## src/rtl/full_adder_pkg.sv

```systemverilog
// full_adder_pkg
// Shared definitions for the full_adder_r slice.
//   MAX_WIDTH : widest operand the adder is meant to be built for.
//   ref_add   : plain-arithmetic reference {cout, sum} for a MAX_WIDTH-wide add.
//               Narrower operands are passed in zero-extended.
//               The carry out then appears at bit WIDTH of the result.
package full_adder_pkg;

    localparam int MAX_WIDTH = 64;

    function automatic logic [MAX_WIDTH:0] ref_add(
        input logic [MAX_WIDTH-1:0] a,
        input logic [MAX_WIDTH-1:0] b,
        input logic                 cin
    );
        return {1'b0, a} + {1'b0, b} + {{MAX_WIDTH{1'b0}}, cin};
    endfunction

endpackage

```

## src/rtl/full_adder_bit.sv

```systemverilog
// full_adder_bit
// Single-bit full adder cell. Purely combinational.
// Ports:
//   a, b : operand bits
//   cin  : carry in
//   cout : carry out (majority of a, b, cin)
//   sum  : a ^ b ^ cin
module full_adder_bit (
    input  logic a,
    input  logic b,
    input  logic cin,
    output logic cout,
    output logic sum
);

    assign sum  = a ^ b ^ cin;
    assign cout = (a & b) | (a & cin) | (b & cin);

endmodule

```

## src/rtl/full_adder_r.sv

```systemverilog
// full_adder_r
// Ripple-carry adder built from a chain of full_adder_bit cells.
// It has two result paths:
//   - combinational: sum and cout, zero latency, unaffected by reset.
//   - registered: sum_q, cout_q and ovf_q, captured when in_valid is high.
// Ports:
//   clk       : rising-edge clock for the output registers
//   rst_n     : asynchronous active-low reset; clears the registered outputs
//   a, b      : WIDTH-bit operands; unsigned, or two's complement for ovf
//   cin       : carry in
//   in_valid  : capture strobe
//   cout, sum : combinational result {cout, sum} = a + b + cin
//   sum_q     : registered sum
//   cout_q    : registered carry out
//   ovf_q     : registered signed overflow
//   out_valid : high for one cycle after each capture
module full_adder_r
    import full_adder_pkg::*;
#(
    parameter int WIDTH = 1
) (
    input  logic             clk,
    input  logic             rst_n,
    input  logic [WIDTH-1:0] a,
    input  logic [WIDTH-1:0] b,
    input  logic             cin,
    input  logic             in_valid,
    output logic             cout,
    output logic [WIDTH-1:0] sum,
    output logic [WIDTH-1:0] sum_q,
    output logic             cout_q,
    output logic             ovf_q,
    output logic             out_valid
);

    // carry[i] is the carry into bit i.
    // carry[WIDTH] is the carry out of the top bit.
    logic [WIDTH:0] carry;
    logic           ovf;

    assign carry[0] = cin;

    for (genvar gi = 0; gi < WIDTH; gi++) begin : g_bit
        full_adder_bit u_bit (
            .a    (a[gi]),
            .b    (b[gi]),
            .cin  (carry[gi]),
            .cout (carry[gi+1]),
            .sum  (sum[gi])
        );
    end

    assign cout = carry[WIDTH];

    // Signed overflow happens when the carries into and out of the sign bit differ.
    // For WIDTH=1, carry[0] is cin, so this reduces to cout ^ cin.
    assign ovf = carry[WIDTH] ^ carry[WIDTH-1];

    // The result registers hold their value when in_valid is low.
    // out_valid only marks the cycle right after a capture.
    always_ff @(posedge clk or negedge rst_n) begin
        if (!rst_n) begin
            sum_q     <= '0;
            cout_q    <= 1'b0;
            ovf_q     <= 1'b0;
            out_valid <= 1'b0;
        end else begin
            out_valid <= in_valid;
            if (in_valid) begin
                sum_q  <= sum;
                cout_q <= cout;
                ovf_q  <= ovf;
            end
        end
    end

endmodule

```

## config.mk

```make
export PLATFORM = sky130hd
export DESIGN_NAME = full_adder_r
export DESIGN_NICKNAME = d
export VERILOG_FILES = /design/src/rtl/full_adder_pkg.sv /design/src/rtl/full_adder_bit.sv /design/src/rtl/full_adder_r.sv
export SDC_FILE = /design/constraint.sdc
export NUM_CORES = 1
export LEC_CHECK = 0
export ABC_CLOCK_PERIOD_IN_PS = 1260
export CAP_MARGIN = 20
export CORE_AREA = 3 3 40 42
export DETAILED_ROUTE_END_ITERATION = 7
export DIE_AREA = 0 0 43 45
export HOLD_SLACK_MARGIN = 0.12
export SYNTH_ARGS = -nofsm -noshare
export SYNTH_HDL_FRONTEND = slang
export SYNTH_SLANG_ARGS = --single-unit
```

## constraint.sdc

```tcl
create_clock -name clk -period 1.26 [get_ports clk]
set_input_delay 0.189 -clock clk [delete_from_list [all_inputs] [get_ports clk]]
set_output_delay 0.189 -clock clk [all_outputs]
set_load 0.005 [all_outputs]
```

==> results summary <==
The number of antenna diodes in the final layout is 0. The number of nets in the synthesized netlist is 17. Summed over all layers, the global routing overflow is 0.

CTS placed an instance of sky130_fd_sc_hd__clkbuf_4 at the clock tree root. The final worst-path cycle share came out at 0.9312. The cts-stage hold buffer count came out at 0. For this run, the share of the core covered by cells in the final layout is 0.2434. Entering global routing, the biggest net connects 6 pins. The clock latency on the worst-skew pair came out at 0.23 ns.

Along the worst path, the maximum fanout reaches 2. The total number of vias is about 140. The hold violation total from the final report is 0. Before CTS, the worst setup slack after placement is -0.6448 ns.

The final weighted congestion in routability-driven placement came out at 0.6655. The library cells used most frequently in the layout, excluding fill and tap cells, are sky130_fd_sc_hd__dfrtp_1, sky130_fd_sc_hd__dlygate4sd2_1, sky130_fd_sc_hd__clkbuf_4. STA puts the critical path data arrival time at between 0.9 and 1 ns. The placeable core area came out at approximately 1300 um2. The worst-case clock buffer depth is 2.

The buffers plus inverters on the worst setup path is 2. The final critical-path setup slack came out at slightly below 0.09 ns. CTS saw 4 sinks. The run finished with clean final reports. The detail-routed net length per standard cell came out at just over 10 um.

Across the run, the number of max-cap violations was 0. The number of nets still failing antenna checks after routing is 0. Of the cells placed in the final design, the portion with a size suffix greater than 1 is 0.4615.

Setup repair after global routing left no endpoint under its margin. The worst setup path is captured at a primary output. Across the VDD grid, the largest voltage drop is between 200 and 300 uV. The die extent in y came out at roughly 45 um. In this run the tightest slew margin relative to its limit is 0.8739. The worst clock skew came out at 0 ns.

The time the final worst path needs with I/O delays and setup came out at between 1 and 1.5 ns. On the critical path, the stage with the largest delay is an instance of sky130_fd_sc_hd__fa_2. The total wire length came out at 416 um. The die width came out at around 43 um. The tightest min-delay check is of the input pin to async pin type. The floorplan row count is 13. The critical path class is input pin to primary output. Across all register-to-register paths, the minimum setup slack is 0.51 ns. The initial antenna violation count came out at 0. The reported leakage power is 0.1491 nW. The number of standard cells after synthesis is 10. The number of max-slew violations in the final report is 0. The quantity of I/O buffers inserted on ports came out at 11. After the last flow step, the layout net total stands at 35.

The number of library cell types mapped by synthesis is 6. The worst setup path is launched from an input pin. For this run, the detailed router's first-pass iteration total came to 1. The die area came out at 1935 um2. The number of vias per cell came out at 3.463.

The CTS tree is yes. The DRC marker count from the first detailed-route iteration came out at 0. The count of warnings emitted by yosys came out at 0. The total global-route track usage came out at 0.06365. The post-route DRC violation count is 0. The signed area change from the synthesized netlist to the final layout came out at 95.31%. Among cell families on the critical path, the largest total delay comes from adder cells. The cell area after synthesis came out at roughly 160 um2. The delay contributed by the slowest stage of the critical path came out at ~0.6 ns.

The I/O pin count is 12. Data on the critical path is required at its endpoint by ~1.1 ns. In this run the number of H-tree levels came out at 1.

The post-synthesis average cell area is 16.02 um2. The achievable frequency is approximately 0.85 GHz. The critical path goes through clkbuf_2 -> fa_2 -> buf_6.

The initial standard-cell utilization of the core came out at 0.1246. The flip-flop and latch count after synthesis came out at 4. The count of endpoints failing setup in the final report came out at 0.

The power density over the cells is 1279 nW/um2. The share of the Yosys chip area taken by registers is 0.6250. The wire length of the first global-routing pass came out at roughly 730 um. Clock-pin slew was measured on the worst setup and hold paths at 0.04 ns.

The number of global-route vias before repair is ~170. Post-CTS timing repair inserted 0 buffers for setup. The pin slew with the least headroom to its limit came out at 0.1885 ns. Clock tree synthesis inserted a total of 3 buffers.
[logic make-up after synthesis]
group,Yosys count,synth area share
DFF,4,0.6250
muxes,2,0.1406
AOI/OAI and AO/OA,1,0.03122
xor gates and xnor gates,1,0.05470
adders and majority gates,1,0.1250
and+or+nand+nor,1,0.02342
[cell type report]
cell class                 instances  area [um2]
clock buffer                       3       22.52
fill                             145       972.2
multi-input combinational          6       62.56
sequential                         4       100.1
tap                               15       18.77
timing repair buffer              13       108.9
[routing by layer]
metal  global-route usage  wire length, um  vias to the layer above
li1                     -                -                       66
met1              0.05392              155                       61
met2              0.07186              169                       13
met3              0.05976               73                        2
met4              0.09036               17                        0
met5                    0                0                        -
[metrics by stage]
step | instance area, um2 | TNS, ns | instances | power [mW] | hold slack, ns
after CTS | 314.1 | 0 | 41 | 0.4053 | 0.1507
after global routing | 312.8 | 0 | 41 | 0.4324 | 0.1663
after global placement | 304.0 | -1.994 | 38 | 0.2580 | 0.3938
final | 312.8 | 0 | 41 | 0.3999 | 0.1529
after detailed placement | 304.0 | -2.048 | 38 | 0.2631 | 0.3992
after floorplan | 160.2 | 0 | 10 | 0.1822 | -0.1066
[what timing repair did]
action | CTS | global route
pin swaps | 1 | 1
gates cloned | 0 | 0
endpoints found under the setup margin | 8 | 2
gates resized for setup | 17 | 4
[cells in the mapped netlist (all sizes together)]
master	count	area share
a21oi	1	0.031
xnor2	1	0.055
nor2	1	0.023
mux2	2	0.14
fa	1	0.13
dfrtp	4	0.63
[worst paths after layout]
| path | from | end | cells past startpoint |
|---|---|---|---|
| min in group clk | cin | ovf_q | 4 |
| max in group asynchronous | rst_n | cout_q | 1 |
| hold reg to reg | cout_q | cout_q | 1 |
| hold / removal | rst_n | ovf_q | 1 |
| setup / recovery | cin | sum | 3 |
| setup reg to reg | sum_q | sum_q | 1 |
[sequential cells by signal, indices dropped and copies added (netlist names)]
name,flops
sum_q,1
ovf_q,1
cout_q,1
out_valid,1
[power by group]
part           switching (mW)  internal, mW  leakage (nW)
sequential            0.00810         0.146        0.0462
combinational          0.0321        0.0588        0.0891
clock                  0.0488         0.106        0.0138
Power figures use the tool's default switching activity.
